### src/rtl/mul_seq_ctrl.sv
// mul_seq_ctrl: drives a shared 16x16 unsigned pipelined multiplier to build
// 32x32 products (low word or full 64 bits, with signed correction).
module mul_seq_ctrl #(
   parameter int unsigned MUL_LATENCY = 1
) (
   input  logic        clk,
   input  logic        reset,
   input  logic        req_valid,
   output logic        req_ready,
   input  logic [1:0]  req_op,
   input  logic [31:0] req_a,
   input  logic [31:0] req_b,
   output logic        rsp_valid,
   input  logic        rsp_ready,
   output logic [31:0] rsp_hi,
   output logic [31:0] rsp_lo,
   output logic [15:0] mul_a,
   output logic [15:0] mul_b,
   output logic        mul_issue,
   input  logic [31:0] mul_p
);

   localparam int unsigned HALF_W = 16;
   localparam int unsigned WORD_W = 32;
   localparam int unsigned ACC_W  = 64;
   localparam int unsigned IDX_W  = 2;
   localparam int unsigned SH_W   = 2;
   localparam int unsigned LAT    = MUL_LATENCY;

   typedef enum logic [1:0] {
      OP_MUL    = 2'b00,
      OP_MULXUU = 2'b01,
      OP_MULXSU = 2'b10,
      OP_MULXSS = 2'b11
   } op_e;

   typedef enum logic [2:0] {
      IDLE, ISSUE, DRAIN, CORR, DONE
   } state_e;

   state_e                state_q, state_d;
   op_e                   op_q, op_d;
   logic [WORD_W-1:0]     a_q, a_d, b_q, b_d;
   logic [IDX_W-1:0]      idx_q, idx_d;
   logic [ACC_W-1:0]      acc_q, acc_d;
   logic [HALF_W-1:0]     mul_a_q, mul_a_d, mul_b_q, mul_b_d;
   logic                  mul_issue_q, mul_issue_d;
   // shift code travelling with the issued operands: 0 -> 0, 1 -> 16, 2 -> 32
   logic [SH_W-1:0]       mul_sh_q, mul_sh_d;
   logic [LAT-1:0]        tag_vld_q;
   logic [LAT-1:0][SH_W-1:0] tag_sh_q;
   logic                  rsp_valid_q, rsp_valid_d;
   logic [WORD_W-1:0]     rsp_hi_q, rsp_hi_d, rsp_lo_q, rsp_lo_d;

   logic [LAT:0]            vld_chain;
   logic [LAT:0][SH_W-1:0]  sh_chain;
   logic [IDX_W-1:0]        last_idx;
   logic [WORD_W-1:0]       corr_hi;

   // Tag chain: index 0 is the tag beside mul_a/mul_b, index LAT matches mul_p.
   always_comb begin
      vld_chain = {tag_vld_q, mul_issue_q};
      sh_chain  = {tag_sh_q, mul_sh_q};
   end

   // Next-state, partial-product issue, accumulation and correction.
   always_comb begin
      state_d     = state_q;
      op_d        = op_q;
      a_d         = a_q;
      b_d         = b_q;
      idx_d       = idx_q;
      acc_d       = acc_q;
      mul_a_d     = mul_a_q;
      mul_b_d     = mul_b_q;
      mul_issue_d = 1'b0;
      mul_sh_d    = mul_sh_q;
      rsp_valid_d = 1'b0;
      rsp_hi_d    = rsp_hi_q;
      rsp_lo_d    = rsp_lo_q;
      last_idx    = (op_q == OP_MUL) ? IDX_W'(2) : IDX_W'(3);
      corr_hi     = acc_q[ACC_W-1:WORD_W];

      if (vld_chain[LAT]) begin
         acc_d = acc_q + (ACC_W'(mul_p) << {sh_chain[LAT], 4'b0000});
      end

      case (state_q)
         IDLE: begin
            if (req_valid) begin
               op_d        = op_e'(req_op);
               a_d         = req_a;
               b_d         = req_b;
               acc_d       = '0;
               mul_a_d     = req_a[HALF_W-1:0];
               mul_b_d     = req_b[HALF_W-1:0];
               mul_sh_d    = SH_W'(0);
               mul_issue_d = 1'b1;
               idx_d       = IDX_W'(1);
               state_d     = ISSUE;
            end
         end
         ISSUE: begin
            mul_issue_d = 1'b1;
            idx_d       = IDX_W'(idx_q + IDX_W'(1));
            case (idx_q)
               IDX_W'(0): begin
                  mul_a_d  = a_q[HALF_W-1:0];
                  mul_b_d  = b_q[HALF_W-1:0];
                  mul_sh_d = SH_W'(0);
               end
               IDX_W'(1): begin
                  mul_a_d  = a_q[WORD_W-1:HALF_W];
                  mul_b_d  = b_q[HALF_W-1:0];
                  mul_sh_d = SH_W'(1);
               end
               IDX_W'(2): begin
                  mul_a_d  = a_q[HALF_W-1:0];
                  mul_b_d  = b_q[WORD_W-1:HALF_W];
                  mul_sh_d = SH_W'(1);
               end
               default: begin
                  mul_a_d  = a_q[WORD_W-1:HALF_W];
                  mul_b_d  = b_q[WORD_W-1:HALF_W];
                  mul_sh_d = SH_W'(2);
               end
            endcase
            if (idx_q == last_idx) begin
               state_d = DRAIN;
            end
         end
         DRAIN: begin
            // only the emerging tag (accumulated at this edge) may remain
            if (!(|vld_chain[LAT-1:0])) begin
               state_d = CORR;
            end
         end
         CORR: begin
            if ((op_q == OP_MULXSU || op_q == OP_MULXSS) && a_q[WORD_W-1]) begin
               corr_hi = corr_hi - b_q;
            end
            if (op_q == OP_MULXSS && b_q[WORD_W-1]) begin
               corr_hi = corr_hi - a_q;
            end
            if (op_q == OP_MUL) begin
               corr_hi = '0;
            end
            rsp_hi_d    = corr_hi;
            rsp_lo_d    = acc_q[WORD_W-1:0];
            rsp_valid_d = 1'b1;
            state_d     = DONE;
         end
         DONE: begin
            rsp_valid_d = 1'b1;
            if (rsp_ready) begin
               rsp_valid_d = 1'b0;
               state_d     = IDLE;
            end
         end
         default: begin
            state_d = IDLE;
         end
      endcase
   end

   // State, operand, accumulator, tag pipeline and output registers.
   always_ff @(posedge clk) begin
      if (reset) begin
         state_q     <= IDLE;
         op_q        <= OP_MUL;
         a_q         <= '0;
         b_q         <= '0;
         idx_q       <= '0;
         acc_q       <= '0;
         mul_a_q     <= '0;
         mul_b_q     <= '0;
         mul_issue_q <= 1'b0;
         mul_sh_q    <= '0;
         tag_vld_q   <= '0;
         tag_sh_q    <= '0;
         rsp_valid_q <= 1'b0;
         rsp_hi_q    <= '0;
         rsp_lo_q    <= '0;
      end else begin
         state_q     <= state_d;
         op_q        <= op_d;
         a_q         <= a_d;
         b_q         <= b_d;
         idx_q       <= idx_d;
         acc_q       <= acc_d;
         mul_a_q     <= mul_a_d;
         mul_b_q     <= mul_b_d;
         mul_issue_q <= mul_issue_d;
         mul_sh_q    <= mul_sh_d;
         tag_vld_q   <= vld_chain[LAT-1:0];
         tag_sh_q    <= sh_chain[LAT-1:0];
         rsp_valid_q <= rsp_valid_d;
         rsp_hi_q    <= rsp_hi_d;
         rsp_lo_q    <= rsp_lo_d;
      end
   end

   assign req_ready = (state_q == IDLE);
   assign rsp_valid = rsp_valid_q;
   assign rsp_hi    = rsp_hi_q;
   assign rsp_lo    = rsp_lo_q;
   assign mul_a     = mul_a_q;
   assign mul_b     = mul_b_q;
   assign mul_issue = mul_issue_q;

endmodule
### config.mk
export PLATFORM = sky130hd
export DESIGN_NAME = mul_seq_ctrl
export DESIGN_NICKNAME = d
export VERILOG_FILES = /design/src/rtl/mul_seq_ctrl.sv
export SDC_FILE = /design/constraint.sdc
export NUM_CORES = 1
export LEC_CHECK = 0
export BUFFER_PORTS_ARGS = -buffer_cell sky130_fd_sc_hd__buf_4
export CAP_MARGIN = 25
export CORE_MARGIN = 10
export CORE_UTILIZATION = 55
export DETAILED_ROUTE_END_ITERATION = 6
export PLACE_DENSITY = 0.76
export SETUP_SLACK_MARGIN = 0.05
export SYNTH_ARGS = -nofsm -noshare
export SYNTH_HDL_FRONTEND = slang
export SYNTH_SLANG_ARGS = --single-unit
### constraint.sdc
create_clock -name clk -period 5.7 [get_ports clk]
set_input_delay 0.855 -clock clk [delete_from_list [all_inputs] [get_ports clk]]
set_output_delay 0.855 -clock clk [all_outputs]
set_load 0.005 [all_outputs]
* Yosys cells after proc, flatten, opt, wreduce, memory -nomap -nowiden *
Cells that the tools add are included.

storage, ports and cells
  register bits after elaboration = 238
  bits of input ports = 102
  output and inout bits = 99
  word-level logic and storage cells = 74

operators by class
  add/subtract/negate cells = 4
  equality and inequality tests = 13
  shift operators = 1
  muxes and demuxes = 28
  reduce and logical (&&, ||, !) cells = 13

operator list
  kind                   number
  $mux W64               3
  $mux W32               4
  $add A64 B64 Y64       1
  $mux W16               4
  $pmux W16 S2           2
  $shl A32 B6 Y64        1
  $sub A32 B32 Y32       2
  $pmux W3 S5            1
  $mux W3                4
  $pmux W2 S2            3
  $ne A2 B2 Y1 const B   4
  $eq A2 B2 Y1 const B   3
  $eq A3 B2 Y1 const B   2
  $reduce_or A2 Y1       3
  $logic_not A2 Y1       2
  $mux W2                2
  $pmux W1 S2            2
  $reduce_and A2 Y1      2
  $reduce_and A4 Y1      1
  $eq A3 B1 Y1 const B   1
  $eq A3 B3 Y1 const B   1
  $logic_not A3 Y1       1
  $mux W1                3
  $add A2 B1 Y2 const B  1
  5 further kinds        6

* Depth between registers and ports, before layout *
Gate-level depths: netlist of the first run.

  depth after elaboration = 8
  gate-level depth with buffers = 23
  depth with buffers taken out = 23

* Worst setup path after synthesis of the first run *
OpenSTA, ideal clock, no wires.

  path type = register to register
  from = reg b_q[4]
  to = reg rsp_hi_q[30], in the netlist rsp_hi[30]
  library setup time = 0.117 ns
  data arrival time = 4.275 ns
  data required time = 5.583 ns
  path slack = 1.307 ns
  cell stages (with the launch flop) = 24
  buffers on the path = 1
  period minus slack after synthesis = 4.393 ns
  cells stage by stage = dfxtp_1 > inv_1 > ha_1 > a21o_1 > a211o_1 > o211ai_1 > a21oi_1 > o21ai_0 > nand2b_1 > xnor2_1 > o21ai_0 > ha_1 > clkbuf_1 > a21oi_1 > o21ai_0 > a31oi_1 > o31a_2 > o31ai_2 > o31a_1 > a31oi_1 > nor3b_1 > or4_1 > nand4_1 > nand2_1

on the way
  word-level cells in the longest chain between the ends = 6

ends and longest elaborated chain
  item                      RTL line  text
  start: declaration        43        logic [WORD_W-1:0] a_q, a_d, b_q, b_d;
  start signal: assignment  172       b_q <= '0;
  start signal: assignment  188       b_q <= b_d;
  $sub A32 B32 Y32 *        140       corr_hi = corr_hi - b_q;
  $mux W32 *                139       if ((op_q == OP_MULXSU || op_q == OP_MULXSS) && a_q[WORD_W-1]) begin
  $mux W32 *                88        case (state_q)
  $sub A32 B32 Y32          143       corr_hi = corr_hi - a_q;
  $mux W32 *                142       if (op_q == OP_MULXSS && b_q[WORD_W-1]) begin
  $mux W32 *                145       if (op_q == OP_MUL) begin
  end signal: assignment    198       rsp_hi_q <= rsp_hi_d;
  end: declaration          53        logic [WORD_W-1:0] rsp_hi_q, rsp_hi_d, rsp_lo_q, rsp_lo_d;

Every way passes the cells marked *; elsewhere a longest branch is shown, timed or not. The select of a mux whose other input is x is not followed.
A chain may end at the register's enable or synchronous reset.

* Worst setup path in the final report of the first run *
  from = reg acc_q[32]
  to = reg rsp_hi_q[30], in the netlist rsp_hi[30]

on the way
  word-level cells in the longest chain between the ends = 6

ends and longest elaborated chain
  item                      RTL line  text
  start: declaration        45        logic [ACC_W-1:0] acc_q, acc_d;
  start signal: assignment  174       acc_q <= '0;
  start signal: assignment  190       acc_q <= acc_d;
  $sub A32 B32 Y32          140
  $mux W32 *                139
  $mux W32 *                88
  $sub A32 B32 Y32          143
  $mux W32 *                142
  $mux W32 *                145

Marked as above.

==> impl_metrics.env, run 1 <==
export IMPL_ctsRootBufferMaster="clkbuf_16"
export IMPL_overflow=0
export IMPL_cts_tree="yes"
export IMPL_cts_setup_buffers=0
export IMPL_ys_seq_area_share_pct=28.2
export IMPL_synth_distinct_cells=74
export IMPL_irDropWorstVdd_uv=244
export IMPL_cts_buffer_depth=3
export IMPL_boundaryPins=201
export IMPL_end_kind="flip-flop"
export IMPL_routed_via_density=6.00
export IMPL_finalCritPeriodShare_pct=89.0
export IMPL_synth_area_top_cells="dfxtp_1 28%, ha_1 9.6%, nand2_1 9.1%"
export IMPL_drt_pass1_iterations=5
export IMPL_start_kind="flip-flop"
export IMPL_relSlewSlack_pct=34.7
export IMPL_drc=0
export IMPL_cp_endpoint="rsp_hi[30]$_SDFFE_PP0P_"
export IMPL_yosysMostFrequentCell="nand2_1"
export IMPL_hold_class="flip-flop to flip-flop"
export IMPL_die_w_um=195
export IMPL_synth_top_cells_by_count="405 x nand2_1, 242 x a21oi_1, 237 x dfxtp_1"
export IMPL_synth_edf_count=0
export IMPL_gp_congestion=1.01
export IMPL_insertion_delay_ns=0.56
export IMPL_synth_fp_nets=2496
export IMPL_cap_violations=0
export IMPL_start_util_pct=56.2
export IMPL_p_leak_nw=8.41
export IMPL_cellPowerDensity_nw_per_um2=299
export IMPL_synthCells=2262
export IMPL_slew_violations=0
export IMPL_nFillCells=2653
export IMPL_rsz0062_at_grt="no"
export IMPL_r2r_end="rsp_hi[30]$_SDFFE_PP0P_"
export IMPL_core_area_um2=29900
export IMPL_crit_required_ns=6.14
export IMPL_cts_made_buffers=28
export IMPL_die_area_um2=37900
export IMPL_grt_max_degree=118
export IMPL_synth_ff_type="dfxtp_1"
export IMPL_diodes=0
export IMPL_netlist_area_um2=16800
export IMPL_wl_um=56800
export IMPL_hold_viol=0
export IMPL_stdcell_count=2795
export IMPL_grt_total_usage_pct=28.1
export IMPL_cts_htree_levels=1
export IMPL_ys_async_sr_fraction_pct=0
export IMPL_clk_pin_slew_ns=0.06
export IMPL_cts_sinks=237
export IMPL_fin_nets=2617
export IMPL_placementRows=63
export IMPL_power_mw=5.85
export IMPL_avgSynthCellArea_um2=7.43
export IMPL_cts_resized=0
export IMPL_synth_top_area_share_pct=28.2
export IMPL_dp_cells=2743
export IMPL_min_period_ns=5.07
export IMPL_crit_path_start="acc_q[32]$_SDFF_PP0_"
export IMPL_grt_pass1_wl_um=88100
export IMPL_r2r_start="acc_q[32]$_SDFF_PP0_"
export IMPL_max_freq_mhz=197
export IMPL_path_class="flip-flop to flip-flop"
export IMPL_grt_pass1_vias=15800
export IMPL_area_growth_pct=16.3
export IMPL_finalSetupViolCount=0
export IMPL_io_buffers=200
export IMPL_skew_ns=0.0171
export IMPL_crit_path_max_fanout=4
export IMPL_detail_route_antenna_nets=0
export IMPL_drive_above_1_share_pct=13.0
export IMPL_vias=16800
export IMPL_r2r_slack_ns=0.63
export IMPL_arrival_ns=5.51
export IMPL_post_drt_wl_per_cell_um=20.3
export IMPL_status="finished, final reports clean"
export IMPL_tns_ns=0
export IMPL_synth_area_leader_cell="dfxtp_1"
export IMPL_dp_hpwl_um=43900
export IMPL_fin_util_pct=65.4
export IMPL_synth_seq_cells=237
export IMPL_yosys_warnings=0
export IMPL_cts_hold_buf=0
export IMPL_die_y_um=195
export IMPL_drtIter0Drc=1527
export IMPL_antenna_found_initial=0
export IMPL_tightest_slew_ns=0.976
export IMPL_reg2reg_depth=21
## logic make-up after synthesis
| family | share of synthesized area, % |
|---|---|
| and+or+nand+nor | 21.3 |
| AOI/OAI and AO/OA | 25.4 |
| DFF | 28.2 |
| buffers and inverters | 5.01 |
| adders and majority gates | 9.97 |
| xor gates and xnor gates | 5.63 |
| muxes | 4.47 |
## flip-flops by register name, summed over array words and instances, names as in the netlist, 2 cells and up
register	flops
state_q	3
b_q	32
idx_q	2
a_q	32
tag_sh_q	2
mul_a	16
mul_b	16
rsp_hi	32
acc_q	64
rsp_lo	32
op_q	2
## final cells by class
type                    count  area [µm²]  share of cell area, %
multi-input cells        1803       11200                   57.5
repair buffers            223        1690                   8.66
clock buffers              40         837                   4.29
well taps                 390         488                   2.50
clock inverters            12         204                   1.04
flip-flops and latches    237        4750                   24.3
inverters                  90         338                   1.73
## report_power, final
group	switching (mW)	leakage (nW)	internal, mW
sequential	0.134	1.93	1.81
combinational	1.15	5.97	0.751
clock	0.751	0.512	1.25
## worst max-delay path: stages, from the launching register on
cell	delay, ns
dfxtp_1	0.37
inv_1	0.07
ha_1	0.21
fa_1	0.41
nor2b_1	0.16
o31a_1	0.23
o2111a_1	0.27
nand2b_1	0.18
xnor2_1	0.08
o21ai_0	0.58
ha_1	0.41
nand2_1	0.09
o21ai_0	0.11
a31oi_1	0.19
o31a_2	0.21
o31ai_2	0.08
o31a_1	0.31
a31oi_1	0.28
nor3b_1	0.11
or4_1	0.47
nand4_1	0.10
nand2_1	0.05
## cell usage in the layout, fill, tap and decap left out, types with 20 or more instances in the layout
master | Yosys | routed
nand3_1 | 42 | 42
a21oi_1 | 242 | 242
xor2_1 | 41 | 41
dfxtp_1 | 237 | 236
inv_1 | 90 | 90
nor2_1 | 210 | 210
nand2_1 | 405 | 403
a22o_1 | 20 | 20
xnor2_1 | 67 | 67
mux2i_1 | 66 | 66
clkbuf_16 | 0 | 29
o21bai_1 | 20 | 20
a21o_1 | 64 | 64
nor2b_1 | 40 | 40
buf_4 | 0 | 221
a311oi_1 | 36 | 36
o21ai_0 | 125 | 125
nand4_1 | 20 | 20
and2_1 | 24 | 23
nand2b_1 | 26 | 25
ha_1 | 129 | 129
## per-layer routing
layer,GRT usage (%),wire (µm)
met5,0,0
met4,7.41,1480
met3,4.10,3730
met2,45.2,25900
met1,38.4,25700
## per-stage QoR
step | hold slack [ns] | setup slack [ns] | cell area (µm²)
2_1_floorplan | 0.436 | 1.31 | 16800
3_3_place_gp | 0.433 | 0.850 | 18500
3_5_place_dp | 0.438 | 0.748 | 18500
4_1_cts | 0.446 | 0.729 | 19500
5_1_grt | 0.462 | 0.193 | 19500
6_report | 0.444 | 0.630 | 19500
## worst min-delay path by stage
stage                            start                 endpoint  slack [ns]  depth (start not counted)
2_1_floorplan     a_q[10]$_SDFFE_PP0P_     a_q[10]$_SDFFE_PP0P_        0.44                          2
3_3_place_gp   rsp_hi[20]$_SDFFE_PP0P_  rsp_hi[20]$_SDFFE_PP0P_        0.43                          2
3_5_place_dp   rsp_hi[20]$_SDFFE_PP0P_  rsp_hi[20]$_SDFFE_PP0P_        0.44                          2
4_1_cts        rsp_hi[20]$_SDFFE_PP0P_  rsp_hi[20]$_SDFFE_PP0P_        0.45                          2
5_1_grt        rsp_hi[20]$_SDFFE_PP0P_  rsp_hi[20]$_SDFFE_PP0P_        0.46                          2
6_report       rsp_hi[20]$_SDFFE_PP0P_  rsp_hi[20]$_SDFFE_PP0P_        0.44                          2
(Power assumes the default switching activity.)
==> run 2: changes to the inputs <==
CORE_ASPECT_RATIO = 0.8   (was unset)
GPL_ROUTABILITY_DRIVEN = 0   (was unset)
clock period = 5.01 ns   (was 5.7 ns; I/O delays follow)
==> impl_metrics.env, run 2 (synthesized netlist as in run 1, its figures left out) <==
export IMPL_cts_buffer_depth=3
export IMPL_dp_cells=2770
export IMPL_irDropWorstVdd_uv=247
export IMPL_arrival_ns=5.22
export IMPL_final_common_cell="nand2_1"
export IMPL_crit_required_ns=5.45
export IMPL_start_util_pct=55.5
export IMPL_cp_num_buf_inv=1
export IMPL_stdcell_count=2825
export IMPL_place_area_um2=18500
export IMPL_final_cell_mix="403 x nand2_1, 239 x a21oi_1, 235 x dfxtp_1"
export IMPL_io_buffers=200
export IMPL_nFillCells=2738
export IMPL_place_ws_ns=0.108
export IMPL_cellPowerDensity_nw_per_um2=330
export IMPL_area_growth_pct=16.3
export IMPL_hold_class="input port to flip-flop"
export IMPL_end_kind="flip-flop"
export IMPL_tns_ns=0
export IMPL_path_class="flip-flop to flip-flop"
export IMPL_drt_pass1_iterations=7
export IMPL_relSlewSlack_pct=26.3
export IMPL_slowest_delay_ns=0.46
export IMPL_status="finished, final reports clean"
export IMPL_overflow=0
export IMPL_die_area_um2=38000
export IMPL_largest_reg_flops=64
export IMPL_core_area_um2=30200
export IMPL_die_w_um=215
export IMPL_cts_sinks=237
export IMPL_grt_pass1_vias=15800
export IMPL_max_freq_mhz=210
export IMPL_worst_path_max_delay_cell="or4_1"
export IMPL_cap_violations=0
export IMPL_ctsRootBufferMaster="clkbuf_16"
export IMPL_fin_area_um2=19500
export IMPL_boundaryPins=201
export IMPL_fin_nets=2625
export IMPL_min_period_ns=4.77
export IMPL_cts_tree="yes"
export IMPL_wl_um=55300
export IMPL_layout_setup_ws_ns=0.237
export IMPL_tightest_slew_ns=1.10
export IMPL_routed_via_density=6.01
export IMPL_crit_path_max_fanout=7
export IMPL_dp_hpwl_um=42200
export IMPL_grt_pass1_wl_um=85800
export IMPL_rsz0062_at_grt="yes"
export IMPL_clk_pin_slew_ns=0.07
export IMPL_p_leak_nw=8.38
export IMPL_vias=17000
export IMPL_insertion_delay_ns=0.56
export IMPL_finalCritPeriodShare_pct=95.3
export IMPL_power_mw=6.44
export IMPL_drtIter0Drc=1843
export IMPL_critPathTopFamily="compound AO/OA/AOI/OAI gates"
export IMPL_crit_chain="inv_1, ha_1, a21o_1, a211o_1, o211ai_1, a21oi_2, o21ai_0, nand2b_1, xnor2_1, o21ai_0, ha_1, a21oi_1, o21ai_0, a31oi_1, o31a_2, o31ai_2, o31a_1, a31oi_2, nor3b_1, or4_1, nand4_1, nand2_1"
export IMPL_path_common_cell="o21ai_0"
export IMPL_die_y_um=176
export IMPL_placementRows=57
export IMPL_post_drt_wl_per_cell_um=19.6
export IMPL_grt_max_degree=95
export IMPL_skew_ns=0.0248
export IMPL_top_register="acc_q"
export IMPL_detail_route_antenna_nets=0
export IMPL_slew_violations=0
export IMPL_cts_made_buffers=26
export IMPL_drive_above_1_share_pct=13.9
export IMPL_hold_viol=0
export IMPL_finalSetupViolCount=0
export IMPL_antenna_found_initial=2
export IMPL_start_kind="flip-flop"
export IMPL_grt_total_usage_pct=27.5
export IMPL_cts_htree_levels=1
export IMPL_drc=0
run 2: cell count changes in the layout (fill, tap and decap cells not counted), moves of 3 or more:
cell	previous run	this run
o21ai_0	125	119
a21oi_1	242	239
o21ai_1	11	16
buf_4	221	233
bufinv_16	5	1
clkinv_4	3	0
clkinv_2	2	6
clkbuf_16	29	26
a21oi_2	2	5
clkinvlp_4	0	3
run 2: where the power goes:
group	switching (mW)	leakage (nW)	internal (mW)
Clock	0.846	0.430	1.13
Sequential	0.163	1.93	2.06
Combinational	1.35	6.03	0.896
Total	2.36	8.38	4.08
run 2: repair_timing:
item                       CTS  global route
hold buffers                 0             0
resized for setup            0            21
setup buffers                0             6
setup endpoints to repair    0            11
run 2: worst min-delay path, stage by stage:
cell,delay (ns)
buf_4,0.11
nand2_1,0.04
a21oi_1,0.05
run 2: through the flow:
stage               hold WS [ns]  utilization [%]
finish                     0.443             64.6
global placement           0.436             61.3
CTS                        0.430             64.2
floorplan                  0.436                -
detailed placement         0.440             61.3
global route               0.438             64.6
run 2: area by class of cell:
cell class | count | area (µm²) | area share (%)
well taps | 413 | 517 | 2.65
repair buffers | 233 | 1750 | 8.96
clock buffers | 36 | 768 | 3.93
inverters | 90 | 338 | 1.73
flip-flops and latches | 237 | 4750 | 24.3
diodes | 1 | 2.50 | 0.0128
multi-input cells | 1803 | 11300 | 57.9
clock inverters | 12 | 108 | 0.551
run 2: layer usage:
layer	global-route usage (%)	up-vias	routed length (µm)
met5	0	-	0
met4	7.38	0	1490
met3	5.90	110	6020
met2	41.3	781	23500
met1	38.9	7907	24300
li1	-	8181	-
run 2: path summary, 6_finish.rpt:
path	cells after the start	to	start	slack, ns
setup reg to reg	22	rsp_hi[30]$_SDFFE_PP0P_	b_q[4]$_SDFFE_PP0P_	0.24
hold reg to reg	2	rsp_hi[20]$_SDFFE_PP0P_	rsp_hi[20]$_SDFFE_PP0P_	0.45
hold / removal	3	b_q[25]$_SDFFE_PP0P_	req_b[25]	0.44
setup / recovery	22	rsp_hi[30]$_SDFFE_PP0P_	b_q[4]$_SDFFE_PP0P_	0.24
